## config.mk

```make
export PLATFORM = sky130hd
export DESIGN_NAME = sqrt_feeder
export DESIGN_NICKNAME = d
export VERILOG_FILES = /design/src/rtl/sqrt_feeder.sv
export SDC_FILE = /design/constraint.sdc
export NUM_CORES = 1
export LEC_CHECK = 0
export CAP_MARGIN = 30
export CORE_MARGIN = 1
export CORE_UTILIZATION = 57
export CTS_BUF_LIST = sky130_fd_sc_hd__clkbuf_16
export CTS_CLUSTER_SIZE = 24
export DETAILED_ROUTE_END_ITERATION = 8
export PLACE_DENSITY = 0.93
export SYNTH_ARGS = -nofsm -noshare
export SYNTH_HDL_FRONTEND = slang
export SYNTH_SLANG_ARGS = --single-unit
```

## constraint.sdc

```tcl
create_clock -name clk_i -period 4.6 [get_ports clk_i]
set_input_delay 0.69 -clock clk_i [delete_from_list [all_inputs] [get_ports clk_i]]
set_output_delay 0.69 -clock clk_i [all_outputs]
set_load 0.005 [all_outputs]
```

## src/rtl/sqrt_feeder.sv

```systemverilog
`default_nettype none
// ============================================================================
//  Module   : sqrt_feeder
//  Purpose  : Operand FIFO and sequencer for the sqrt32 iterative core.
//             Operands from a valid/ready stream are queued and run through
//             the core one at a time. The core is held in reset while x
//             settles, then released until it raises rdy. Each 16-bit root is
//             presented on a valid/ready output stream in input order.
//  Options  : SQRT_FEED_TIMEOUT_EN - bound the RUN phase to TIMEOUT cycles.
//             On expiry, raise the sticky err flag and emit 16'hFFFF.
//  Revision : 1.0 - initial release
// ============================================================================
module sqrt_feeder #(
  parameter int DEPTH   = 4,   // operand FIFO entries, power of two, >= 2
  parameter int RST_CYC = 2,   // cycles core_reset is held per operation, >= 1
  parameter int TIMEOUT = 64   // RUN cycle limit when the timeout is built in
) (
  input  logic        clk_i,
  input  logic        rst_ni,
  input  logic        in_valid_i,
  output logic        in_ready_o,
  input  logic [31:0] in_data_i,
  output logic        core_reset_o,
  output logic [31:0] core_x_o,
  input  logic        core_rdy_i,
  input  logic [15:0] core_y_i,
  output logic        out_valid_o,
  input  logic        out_ready_i,
  output logic [15:0] out_data_o,
  output logic        busy_o,
  output logic        err_o
);

  // FIFO pointer width and phase-counter width. The counter is shared by the
  // LOAD hold-off and the RUN phase, so it is sized for the larger of the two.
  localparam int c_aw      = $clog2(DEPTH);
  localparam int c_cnt_max = (TIMEOUT > RST_CYC) ? TIMEOUT : RST_CYC;
  localparam int c_cw      = $clog2(c_cnt_max + 1);

  localparam logic [c_aw:0]   c_depth    = (c_aw + 1)'(DEPTH);
  localparam logic [c_aw:0]   c_fill_one = (c_aw + 1)'(1);
  localparam logic [c_aw-1:0] c_ptr_one  = c_aw'(1);
  localparam logic [c_cw-1:0] c_cnt_zero = '0;
  localparam logic [c_cw-1:0] c_cnt_one  = c_cw'(1);
  localparam logic [c_cw-1:0] c_ld_last  = c_cw'(RST_CYC - 1);
`ifdef SQRT_FEED_TIMEOUT_EN
  localparam logic [c_cw-1:0] c_to_last  = c_cw'(TIMEOUT - 1);
`endif

  typedef enum logic [1:0] {
    S_IDLE = 2'd0,
    S_LOAD = 2'd1,
    S_RUN  = 2'd2,
    S_HOLD = 2'd3
  } state_e;

  // --------------------------------------------------------------------------
  // State
  // --------------------------------------------------------------------------
  state_e           state_q, state_d;
  logic [31:0]      mem_q [DEPTH];
  logic [c_aw-1:0]  wr_ptr_q, wr_ptr_d;
  logic [c_aw-1:0]  rd_ptr_q, rd_ptr_d;
  logic [c_aw:0]    fill_q, fill_d;
  logic [c_cw-1:0]  cnt_q, cnt_d;
  logic [31:0]      core_x_q, core_x_d;
  logic             out_valid_q, out_valid_d;
  logic [15:0]      out_data_q, out_data_d;
`ifdef SQRT_FEED_TIMEOUT_EN
  logic             err_q, err_d;
`endif

  logic             w_full;
  logic             w_empty;
  logic             w_push;
  logic             w_pop;
  logic [31:0]      w_head;

  assign w_full  = (fill_q == c_depth);
  assign w_empty = (fill_q == '0);
  // A full FIFO refuses a push even when a pop happens in the same cycle.
  assign w_push  = in_valid_i && !w_full;
  assign w_head  = mem_q[rd_ptr_q];

  // --------------------------------------------------------------------------
  // Sequencer: next state, core operand, result capture and FIFO pop request
  // --------------------------------------------------------------------------
  always_comb begin
    state_d     = state_q;
    cnt_d       = cnt_q;
    core_x_d    = core_x_q;
    out_valid_d = out_valid_q;
    out_data_d  = out_data_q;
    w_pop       = 1'b0;
`ifdef SQRT_FEED_TIMEOUT_EN
    err_d       = err_q;
`endif

    unique case (state_q)
      S_IDLE: begin
        if (!w_empty) begin
          w_pop    = 1'b1;
          core_x_d = w_head;
          cnt_d    = c_cnt_zero;
          state_d  = S_LOAD;
        end
      end

      // The core sits in reset with x already stable for RST_CYC cycles.
      S_LOAD: begin
        if (cnt_q == c_ld_last) begin
          cnt_d   = c_cnt_zero;
          state_d = S_RUN;
        end else begin
          cnt_d = cnt_q + c_cnt_one;
        end
      end

      // cnt_q == 0 marks the first RUN cycle. rdy may still be left over
      // from the previous operation then, so it is not trusted.
      S_RUN: begin
        if ((cnt_q != c_cnt_zero) && core_rdy_i) begin
          out_data_d  = core_y_i;
          out_valid_d = 1'b1;
          state_d     = S_HOLD;
`ifdef SQRT_FEED_TIMEOUT_EN
        end else if (cnt_q == c_to_last) begin
          err_d       = 1'b1;
          out_data_d  = 16'hFFFF;
          out_valid_d = 1'b1;
          state_d     = S_HOLD;
        end else begin
          cnt_d = cnt_q + c_cnt_one;
        end
`else
        end else begin
          // Without a timeout, the counter only records that the first cycle
          // has passed, so it cannot overflow however long the core takes.
          cnt_d = c_cnt_one;
        end
`endif
      end

      // The result is held until it is accepted. The next operand is then
      // launched directly, without passing through IDLE.
      S_HOLD: begin
        if (out_ready_i) begin
          out_valid_d = 1'b0;
          if (!w_empty) begin
            w_pop    = 1'b1;
            core_x_d = w_head;
            cnt_d    = c_cnt_zero;
            state_d  = S_LOAD;
          end else begin
            state_d = S_IDLE;
          end
        end
      end

      default: begin
        state_d = S_IDLE;
      end
    endcase
  end

  // FIFO pointer and occupancy bookkeeping
  always_comb begin
    wr_ptr_d = w_push ? (wr_ptr_q + c_ptr_one) : wr_ptr_q;
    rd_ptr_d = w_pop  ? (rd_ptr_q + c_ptr_one) : rd_ptr_q;
    fill_d   = fill_q;
    unique case ({w_push, w_pop})
      2'b10:   fill_d = fill_q + c_fill_one;
      2'b01:   fill_d = fill_q - c_fill_one;
      default: fill_d = fill_q;
    endcase
  end

  // Operand storage. The contents are don't-care while unoccupied, so there is no reset.
  always_ff @(posedge clk_i) begin
    if (w_push) begin
      mem_q[wr_ptr_q] <= in_data_i;
    end
  end

  // Control and datapath registers, cleared asynchronously
  always_ff @(posedge clk_i or negedge rst_ni) begin
    if (!rst_ni) begin
      state_q     <= S_IDLE;
      wr_ptr_q    <= '0;
      rd_ptr_q    <= '0;
      fill_q      <= '0;
      cnt_q       <= '0;
      core_x_q    <= '0;
      out_valid_q <= 1'b0;
      out_data_q  <= '0;
    end else begin
      state_q     <= state_d;
      wr_ptr_q    <= wr_ptr_d;
      rd_ptr_q    <= rd_ptr_d;
      fill_q      <= fill_d;
      cnt_q       <= cnt_d;
      core_x_q    <= core_x_d;
      out_valid_q <= out_valid_d;
      out_data_q  <= out_data_d;
    end
  end

`ifdef SQRT_FEED_TIMEOUT_EN
  // Sticky timeout flag, cleared only by reset
  always_ff @(posedge clk_i or negedge rst_ni) begin
    if (!rst_ni) begin
      err_q <= 1'b0;
    end else begin
      err_q <= err_d;
    end
  end

  assign err_o = err_q;
`else
  assign err_o = 1'b0;
`endif

  // --------------------------------------------------------------------------
  // Outputs
  // --------------------------------------------------------------------------
  // The core is released only in RUN. Reset forces IDLE, so it also
  // reinitialises the core.
  assign core_reset_o = (state_q != S_RUN);
  assign core_x_o     = core_x_q;
  assign in_ready_o   = !w_full;
  assign out_valid_o  = out_valid_q;
  assign out_data_o   = out_data_q;
  assign busy_o       = (state_q != S_IDLE) || !w_empty;

endmodule
`default_nettype wire

```

==> run summary <==
Area of the multi-input gates - 1961 um2
Critical Path End - busy_o
Pre-Repair DR Iteration Count - 4
Pins Over Slew Limit - 0
# Post-CTS Setup Buffers - 0
Worst Path Arrival - 2.07 ns
Clk buf depth - 2
Sum Neg Setup Slack - 0 ns
R2R Path End - fill_q[2]$_DFFE_PN0P_
Hold Vio Cnt, Final - 0
Post-synthesis adder-cell area fraction - 0.02418
Post-CTS sizing - 0
Largest net degree at the start of global routing - 66
I/O pins - 106
CP endpoint kind - output pin
Vias in the first global route - 4208
Crit path max fanout - 5
Startpoint types - flop
First-pass GRT wire length - 21910 um
Post-synth top area cell - edfxtp_1
Final period util - 0.6006
Port Buffers - 104
Cells after Synth - 389
Hold_buf cts - 0
Largest family of logic cells by synthesized area - multiplexers
Final Skew - 0.005162 ns
Power, Total - 6.383 mW
Core area - 12770 um2
Initial antenna violation count - 0
Die X - 117.1 um
Per-cell routed wire length - 20.48 um
Headroom to the max-slew limit - 0.4007
Ranking of synthesized cells by area - edfxtp_1 (51%), dfrtp_1 (22%), mux4_2 (9.5%), mux2_2 (7.3%), ha_1 (2.2%)
Compound-Gate Fraction of Synth Area - 0.02865
Sequential cell area - 5473 um2
Via density - 5.687
Power per cell area - 681.2 nW/um2
Nets - 565
Layout cells sized above 1 - 0.2387
Chip Height - 117.1 um
Worst hold path class - in -> async
GRT Resource Usage Total - 0.2284
H-tree depth - 4
Maxcap violations - 0
Hold slack - 0.3734 ns
Post-synthesis mux area share - 0.1726
Ys async rst share - 0.3368
Fill cells - 735
Pleak - 3.442 nW
CTS tree - done
RePlAce Congestion - 0.7825
Crit Path Class - reg -> out
Synth cell types - 41
Total grt overflow - 0
Fmax - 0.3619 GHz
Commonest cells in the netlist - edfxtp_1 (128), dfrtp_1 (65), mux2_2 (49)
Initial DRC Count - 194
WP data required - 3.91 ns
Antenna Nets Post-Route - 0
Site Rows - 41
Die area - 13720 um2
Top-area cell type share of the netlist area - 0.5088
Main flop type after synthesis - edfxtp_1
Register bit total from synthesis - 193
Pre-CTS setup slack - 1.702 ns
CTS sink count - 193
CTS clk-pin slew, worst paths - 0.06 ns
Antenna Cells - 0
HPWL Detailed - 8441 um
Seq/Total Area, Yosys - 0.7241
VDD IR max - 0.0004187 V
Area grow syn2layout - 24.03%
EDFF count, synth - 128
PnR worst setup slack - 1.837 ns
Num CTS Buffers - 17
CTS root buf - clkbuf_16
Post-synthesis net count - 456
Status - completed
Avg Cell Area, Syn - 19.42 um2
Initial core utilization - 0.5914
Syn Std Cell Area - 7555 um2
R2R Path Start - state_q[0]$_DFFE_PN0P_
R2R setup slack - 2.03 ns
Most common cell in the synthesized netlist - edfxtp_1
RSZ-0062 raised after global routing - no
Routed WL - 13990 um
Final setup viols - 0
Min cycle time layout - 2.763 ns
Post-Synth XOR/XNOR Area - 0.006956
Synth Area in Simple Gates - 0.02534
CP Launch Point - fill_q[1]$_DFFE_PN0P_
Worst slew pin tran - 0.8990 ns
Vias - 3884
Skew-Pair Late Insertion Delay - 0.43 ns
# DRC - 0
Reg2Reg Depth - 9
Synth Warn # - 0
cell usage in the layout, fill, tap and decap left out, types with 3 or more instances in the layout:
cell type        count
a32o_1               4
and3_2               4
buf_4                3
bufinv_16            4
clkbuf_16           17
clkdlybuf4s50_1    103
clkinvlp_4           4
dfrtp_1             63
edfxtp_1           128
ha_1                13
inv_1               15
mux2_2              49
mux4_2              32
nand2_1              7
nand2b_1             3
nor2_1               7
nor2b_1              3
nor3_1               3
o211ai_1             5
o21ai_0              4
xnor2_1              3
xor2_1               3
kinds of logic after synthesis:
group	after synthesis
AOI/OAI and AO/OA	25
xor gates and xnor gates	6
adders and majority gates	14
buffers and inverters	29
DFF	193
muxes	84
other	1
and+or+nand+nor	37
flip-flops by register name, summed over array words and instances, names as in the netlist, 2 cells and up:
signal / cells
fill_q: 3
rd_ptr_q: 2
mem_q: 128
out_data_o: 16
cnt_q: 7
core_x_o: 32
state_q: 2
wr_ptr_q: 2
final cells by class:
class,count,share of cell area
Clock buffer,17,0.04540
Clock inverter,15,0.02070
Inverter,13,0.005208
Multi-Input combinational cell,167,0.2092
Sequential cell,193,0.5841
Tap cell,172,0.02297
Timing Repair Buffer,106,0.1124
power by group:
part	switching, mW	internal, mW
clock	0.613	0.906
combinational	0.898	1.26
sequential	0.316	2.39
total	1.83	4.56
critical path, cell delays in order, from the launching register on:
cell             delay, ns
dfrtp_1               0.40
nor3_1                0.53
nand2_1               0.21
clkdlybuf4s50_1       0.50
through the flow:
stage	area, um2	utilization	std cells
2_1_floorplan	7555	-	389
3_3_place_gp	8751	0.6851	651
3_5_place_dp	8751	0.6851	651
4_1_cts	9370	0.7336	683
5_1_grt	9370	0.7336	683
6_report	9370	0.7336	683
per-layer routing:
layer / vias up / global-route usage / part of all wire
met5: - / 0 / 0
met4: 0 / 0.1013 / 0.019
met3: 22 / 0.06231 / 0.056
met2: 138 / 0.4028 / 0.52
met1: 1987 / 0.2629 / 0.41
li1: 1737 / - / -
worst min path at each step:
| stage | to | start | depth (start not counted) |
|---|---|---|---|
| 4_1_cts | out_valid_o$_DFFE_PN0P_ | rst_ni | 1 |
| 6_report | out_data_o[8]$_DFFE_PN0P_ | rst_ni | 1 |
| 5_1_grt | out_valid_o$_DFFE_PN0P_ | rst_ni | 1 |
| 3_3_place_gp | fill_q[2]$_DFFE_PN0P_ | fill_q[2]$_DFFE_PN0P_ | 1 |
| 2_1_floorplan | cnt_q[0]$_DFFE_PN0P_ | rst_ni | 0 |
| 3_5_place_dp | out_data_o[14]$_DFFE_PN0P_ | out_data_o[14]$_DFFE_PN0P_ | 1 |
Power figures use the tool's default switching activity.
